<file path="src/rtl/gf2_mul_raw_163_if.sv">
// gf2_mul_raw_163_if: operand/product handshake bundle for the raw GF(2) multiplier
interface gf2_mul_raw_163_if;
    logic         in_valid;
    logic         in_ready;
    logic [162:0] a;
    logic [162:0] b;
    logic         out_valid;
    logic         out_ready;
    logic [325:0] product;
    logic         busy;
    modport master (output in_valid, a, b, out_ready, input in_ready, out_valid, product, busy);
    modport slave  (input in_valid, a, b, out_ready, output in_ready, out_valid, product, busy);
endinterface

</file>
<file path="src/rtl/gf2_mul_raw_163.sv">
// gf2_mul_raw_163: digit-serial carry-less 163x163 multiplier producing the unreduced 326-bit product
module gf2_mul_raw_163 #(
    parameter int DIGIT = 8
) (
    input logic               clk,
    input logic               rst_n,
    gf2_mul_raw_163_if.slave  bus
);
    localparam int NDIG = (163 + DIGIT - 1) / DIGIT;
    localparam int BW   = NDIG * DIGIT;
    localparam int CW   = NDIG > 1 ? $clog2(NDIG) : 1;
    if (DIGIT < 1 || DIGIT > 163) begin : g_bad_digit
        $error("gf2_mul_raw_163: DIGIT must be in 1..163");
    end
    typedef enum logic [1:0] {IDLE, RUN, DONE} state_t;
    state_t          state, state_nxt;
    logic [162:0]    a_reg;
    logic [BW-1:0]   b_reg;
    logic [CW-1:0]   cnt;
    logic [325:0]    acc, acc_nxt, part, prod;
    logic [DIGIT-1:0] digit;
    logic            accept;
    assign accept        = bus.in_valid && state == IDLE;
    assign digit         = b_reg[cnt*DIGIT +: DIGIT];
    assign acc_nxt       = (acc << DIGIT) ^ part;
    assign bus.in_ready  = state == IDLE;
    assign bus.out_valid = state == DONE;
    assign bus.busy      = state != IDLE;
    assign bus.product   = prod;
    // Carry-less partial product of A with the current B digit
    always_comb begin
        part = '0;
        for (int j = 0; j < DIGIT; j++)
            part = part ^ (digit[j] ? ({163'b0, a_reg} << j) : 326'b0);
    end
    // State register
    always_ff @(posedge clk or negedge rst_n)
        if (!rst_n) state <= IDLE;
        else        state <= state_nxt;
    // Next state: accept in IDLE, NDIG digit steps in RUN, hold in DONE until taken
    always_comb begin
        state_nxt = state;
        if (accept) state_nxt = RUN;
        if (state == RUN && cnt == '0) state_nxt = DONE;
        if (state == DONE && bus.out_ready) state_nxt = IDLE;
    end
    // Operand capture, MSB-first digit accumulation and product write-back
    always_ff @(posedge clk or negedge rst_n)
        if (!rst_n) begin
            a_reg <= '0;
            b_reg <= '0;
            cnt   <= '0;
            acc   <= '0;
            prod  <= '0;
        end else if (accept) begin
            a_reg <= bus.a;
            b_reg <= BW'(bus.b);
            cnt   <= CW'(NDIG - 1);
            acc   <= '0;
        end else if (state == RUN) begin
            acc <= acc_nxt;
            cnt <= cnt - CW'(1);
            if (cnt == '0) prod <= acc_nxt;
        end
endmodule

</file>
<file path="src/flat_wrapper.sv">
// flat-port wrapper written by rule: the top's interface ports become plain ports
module gf2_mul_raw_163_flat 
#(
    parameter int DIGIT = 8
)
  (clk, rst_n, bus_in_valid, bus_a, bus_b, bus_out_ready, bus_in_ready, bus_out_valid, bus_product, bus_busy);
  gf2_mul_raw_163_if bus_i ();
  input logic clk;
  input logic rst_n;
  input wire logic [$bits(bus_i.in_valid)-1:0] bus_in_valid;
  input wire logic [$bits(bus_i.a)-1:0] bus_a;
  input wire logic [$bits(bus_i.b)-1:0] bus_b;
  input wire logic [$bits(bus_i.out_ready)-1:0] bus_out_ready;
  output wire logic [$bits(bus_i.in_ready)-1:0] bus_in_ready;
  output wire logic [$bits(bus_i.out_valid)-1:0] bus_out_valid;
  output wire logic [$bits(bus_i.product)-1:0] bus_product;
  output wire logic [$bits(bus_i.busy)-1:0] bus_busy;
  assign bus_i.in_valid = bus_in_valid;
  assign bus_i.a = bus_a;
  assign bus_i.b = bus_b;
  assign bus_i.out_ready = bus_out_ready;
  assign bus_in_ready = bus_i.in_ready;
  assign bus_out_valid = bus_i.out_valid;
  assign bus_product = bus_i.product;
  assign bus_busy = bus_i.busy;
  gf2_mul_raw_163 #(.DIGIT(DIGIT)) u_core (.clk(clk), .rst_n(rst_n), .bus(bus_i));
endmodule
</file>
<file path="config.mk">
export PLATFORM = sky130hd
export DESIGN_NAME = gf2_mul_raw_163_flat
export DESIGN_NICKNAME = d
export VERILOG_FILES = /design/src/rtl/gf2_mul_raw_163_if.sv /design/src/rtl/gf2_mul_raw_163.sv /design/src/flat_wrapper.sv
export SDC_FILE = /design/constraint.sdc
export NUM_CORES = 2
export LEC_CHECK = 0
export CAP_MARGIN = 20
export CORE_AREA = 2 2 330 332
export CTS_BUF_LIST = sky130_fd_sc_hd__clkbuf_4
export CTS_CLUSTER_DIAMETER = 60
export DETAILED_ROUTE_END_ITERATION = 16
export DIE_AREA = 0 0 332 334
export PLACE_DENSITY = 0.75
export SLEW_MARGIN = 10
export SYNTH_ARGS = -nofsm -noshare
export SYNTH_HDL_FRONTEND = slang
export SYNTH_SLANG_ARGS = --single-unit
</file>
<file path="constraint.sdc">
create_clock -name clk -period 4.2 [get_ports clk]
set_input_delay 0.84 -clock clk [delete_from_list [all_inputs] [get_ports clk]]
set_output_delay 0.84 -clock clk [all_outputs]
set_load 0.005 [all_outputs]
</file>
# Word-level counts from Yosys, hierarchy flattened
# Index checks and enable logic that the tools add are counted.
# Widths: inputs -> output; s select.
# classes
n_addsub,1
eq_ne,2
n_shift,1
mux,15
n_bitwise,9
reduce_logical,9
# op_table
op,count
$xor 326x326->326,8
$mux 318,2
$mux 170,1
$mux 169,1
$mux 168,1
$shiftx 168x9->8,1
$mux 167,1
$mux 166,1
$mux 165,1
$mux 164,1
$mux 163,1
$mux 5,2
$mux 2,3
$logic_not 5->1,1
$sub 5x1->5 const B,1
$reduce_bool 2->1,2
$logic_and 1x1->1,3
$reduce_and 3->1,1
$reduce_bool 3->1,1
$eq 2x1->1 const B,1
$eq 2x2->1 const B,1
$logic_not 2->1,1
$not 1->1,1
# totals
reg_bits,977
inputBits,330
wordCells,43

# Depth between registers and ports, before layout
# depth
ltp_word,12
mapped_depth,17

# Worst setup path before layout
# Ideal clock, no wire load.
# synth_path
path_type,flip-flop to flip-flop
startpoint,reg u_core.cnt[0]
endpoint,"reg u_core.prod[35], in the netlist u_core.bus.product[35]"
arrival_ns,3.199
slack_ns,0.876
stages_incl_launch_ff,14
path_buffers,6
path_cell_list,dfrtp_1 buf_6 buf_6 buf_6 buf_6 mux4_2 a22o_1 buf_6 clkbuf_1 o31ai_1 xor2_1 xnor2_1 xnor3_1 mux2_2
# synth_via
elab_chain_len,10
elab_cells_between_ends,19
cone_classes,1 x shift; 8 x mux; 8 x bitwise; 2 x reduce/logical
# synth_rtl
item,line_no,text
"start, declared",gf2_mul_raw_163.sv:19,logic [CW-1:0] cnt;
"start signal, assigned",gf2_mul_raw_163.sv:58,cnt <= CW'(NDIG - 1);
"start signal, assigned",gf2_mul_raw_163.sv:62,cnt <= cnt - CW'(1);
$shiftx 168x9->8,gf2_mul_raw_163.sv:24,assign digit = b_reg[cnt*DIGIT +: DIGIT];
$mux 163 / $mux 164 (equally long branches),gf2_mul_raw_163.sv:34,"part = part ^ (digit[j] ? ({163'b0, a_reg} << j) : 326'b0);"
$xor 326x326->326 (7 in a row),gf2_mul_raw_163.sv:34,
$xor 326x326->326,gf2_mul_raw_163.sv:25,assign acc_nxt = (acc << DIGIT) ^ part;
"end signal, assigned",gf2_mul_raw_163.sv:63,if (cnt == '0) prod <= acc_nxt;
"end, declared",gf2_mul_raw_163.sv:20,"logic [325:0] acc, acc_nxt, part, prod;"
# Several ways; a longest one is shown, not always the timed one.
# A chain may end at the register's enable or synchronous reset.

# Final worst setup path
# layout_path
startpoint,reg u_core.cnt[0]
endpoint,"reg u_core.prod[116], in the netlist u_core.bus.product[116]"
# The elaborated chain is that of the path after synthesis.

==> results.sh <==
export IMPL_hpwl_um=122000
export IMPL_grt_pass1_wl_um=293000
export IMPL_grt_pass1_vias=49600
export IMPL_fin_nets=6959
export IMPL_insertion_delay_ns=1.18
export IMPL_gp_congestion=0.873
export IMPL_yosys_cell_types_count=52
export IMPL_start_util=0.544
export IMPL_critPathMaxFanout=53
export IMPL_fp_dieArea_mm2=0.111
export IMPL_required_ns=5.15
export IMPL_io_pins=659
export IMPL_hold_path_class="in2reg"
export IMPL_layout_drive_gt1_share=0.112
export IMPL_cts_setup_buffers=0
export IMPL_cp_depth=10
export IMPL_r2r_worst_path_cells=10
export IMPL_synthMostInstantiatedCell="nand2_1"
export IMPL_clk_path_buf_depth=4
export IMPL_drt_pass1_iterations=6
export IMPL_crit_path_cell_trace="buf_4 > nor2b_1 > a222oi_1 > buf_4 > o21ai_4 > buf_12 > nand2_1 > xnor2_1 > xnor3_1 > mux2_2"
export IMPL_cp_top_family="compound AO/OA/AOI/OAI gates"
export IMPL_stdcell_area_mm2=0.0700
export IMPL_drt_iter0_drc=5178
export IMPL_grt_overflow=0
export IMPL_syn_inst=6141
export IMPL_fin_crit_sh=0.970
export IMPL_port_buffers=658
export IMPL_critPathMostFrequentCell="buf_4"
export IMPL_leakage_nw=32.7
export IMPL_synth_area_leader_cell="dfrtp_1"
export IMPL_whs_path_depth=3
export IMPL_drc_errors=0
export IMPL_synthTopCellsByCount="nand2_1, dfrtp_1, xnor2_1"
export IMPL_netlist_area_leader_share=0.417
export IMPL_fillers=8692
export IMPL_r2r_slack_ns=0.13
export IMPL_cpPeakStageDelay_ns=0.77
export IMPL_place_area_mm2=0.0667
export IMPL_grt_max_degree=123
export IMPL_synthArstFlopShare=1.00
export IMPL_gr_usage_all_layers=0.337
export IMPL_root_buffer="clkbuf_4"
export IMPL_core_area_mm2=0.108
export IMPL_die_w_um=332
export IMPL_path_clk_slew_ns=0.07
export IMPL_syn_nets=6472
export IMPL_finalSetupViolations=0
export IMPL_rows=121
export IMPL_cp_start_kind="flip-flop"
export IMPL_ys_top_cells_by_area="dfrtp_1, nand2_1, xnor2_1, xnor3_1, a21boi_0"
export IMPL_postRouteAntennaNets=0
export IMPL_vias=48900
export IMPL_area_growth_pct=19.4
export IMPL_worstPathArrival_ns=5.02
export IMPL_die_y_um=334
export IMPL_min_from="bus_a[159]"
export IMPL_seq_area_frac_synth=0.417
export IMPL_ys_flop_type="dfrtp_1"
export IMPL_crit_buf_inv=3
export IMPL_r2r_start="u_core.cnt[0]$_DFFE_PN0P_"
export IMPL_largest_register_ffs=326
export IMPL_fin_setup_tns_ns=0
export IMPL_skew_ns=0.139
export IMPL_slew_limit_headroom=0.312
export IMPL_holdWs_ns=0.195
export IMPL_tritoncts="built"
export IMPL_cts_buffers=286
export IMPL_drv_slew=0
export IMPL_rsz0062_at_grt="false"
export IMPL_end_kind="flip-flop"
export IMPL_crit_type="reg2reg"
export IMPL_slowest_stage="o21ai_4"
export IMPL_postSynthAreaPerCell_um2=9.54
export IMPL_outcome="finished clean"
export IMPL_hold_viol_final=0
export IMPL_ys_ff_latch=977
export IMPL_yosysWarnings=0
export IMPL_h_tree_depth=5
export IMPL_peakVddDrop_mv=0.679
export IMPL_worst_pin_slew_ns=1.03
export IMPL_synth_edff_count=0
export IMPL_powerDensity_mw_per_mm2=1070
export IMPL_routedWlPerCell_um=23.0
export IMPL_cts_sinks=977
export IMPL_cap_violations=0
export IMPL_startpoint="u_core.cnt[0]$_DFFE_PN0P_"
export IMPL_antenna_found_initial=7
export IMPL_via_per_inst=5.96
export IMPL_min_period_ns=4.07
export IMPL_routed_wl_um=189000
export IMPL_fmax_ghz=0.246
export IMPL_syn_area_mm2=0.0586
kinds of logic (layout without fill, tap and decap cells):
group,Yosys count,after routing,share of synthesized area
AOI/OAI and AO/OA,1267,1267,0.154
xor gates and xnor gates,1064,1064,0.214
adders and majority gates,1,1,0.000213
buffers and inverters,615,1265,0.0427
DFF,977,977,0.417
muxes,179,179,0.0386
other,0,3,0
and+or+nand+nor,2038,2038,0.133
repair_timing:
action | 4_1_cts | 5_1_grt
endpoints found under the hold margin | 55 | 0
gates resized for setup | 0 | 1
endpoints found under the setup margin | 0 | 1
hold buffers | 1 | 0
stage by stage:
| step | instances | power (W) | setup WS, ns | utilization |
|---|---|---|---|---|
| global route | 8208 | 0.0790 | 0.0554 | 0.649 |
| CTS | 8205 | 0.0746 | 0.186 | 0.649 |
| global placement | 7753 | 0.0643 | 0.278 | 0.619 |
| detailed placement | 7753 | 0.0656 | 0.243 | 0.619 |
| floorplan | 6141 | 0.0509 | 0.876 | - |
| finish | 8208 | 0.0750 | 0.128 | 0.649 |
report_power, final:
group | total, W | internal (W) | leakage (nW) | switching, W
clock | 0.00866 | 0.00453 | 1.99 | 0.00413
combinational | 0.0474 | 0.0249 | 18.2 | 0.0226
sequential | 0.0189 | 0.0137 | 12.5 | 0.00515
total | 0.0750 | 0.0431 | 32.7 | 0.0318
per-layer routing:
metal	wire, µm	track usage
met1	73800	0.443
met2	87000	0.525
met3	18800	0.0825
met4	9210	0.168
met5	60	0
placed cells by master (no fill, tap or decap), types with 149 or more instances in the layout:
cell type	count
nand2_1	1974
dfrtp_1	975
clkdlybuf4s50_1	657
xnor2_1	562
a21boi_0	433
clkbuf_4	402
o21ai_0	329
a22o_1	272
xor2_1	268
xnor3_1	208
o31ai_1	149
area by class of cell:
| class | count | area [µm²] | share of cell area |
|---|---|---|---|
| Clock inverter | 49 | 277 | 0.00395 |
| Antenna cell | 3 | 7.51 | 0.000107 |
| Sequential cell | 977 | 24500 | 0.349 |
| Timing Repair Buffer | 809 | 8600 | 0.123 |
| Inverter | 5 | 18.8 | 0.000268 |
| Clock buffer | 402 | 3020 | 0.0431 |
| Multi-Input combinational cell | 4549 | 31800 | 0.455 |
| Tap cell | 1414 | 1770 | 0.0253 |
worst reg2reg max path, delay by kind of cell, from the launching register on:
kind            cells  cell delay, ns
xor+xnor            2            0.50
buf+inv             3            0.81
mux                 1            0.27
flops               1            0.61
simple gates        2            0.75
compound gates      2            0.95
worst paths after layout:
kind	end
setup / recovery	u_core.bus.product[116]$_DFFE_PN0P_
hold / removal	u_core.a_reg[159]$_DFFE_PN0P_
setup reg to reg	u_core.bus.product[116]$_DFFE_PN0P_
hold reg to reg	u_core.bus.product[231]$_DFFE_PN0P_
max in group asynchronous	u_core.acc[106]$_DFFE_PN0P_
min in group asynchronous	u_core.bus.product[51]$_DFFE_PN0P_
Power figures use the tool's default switching activity.
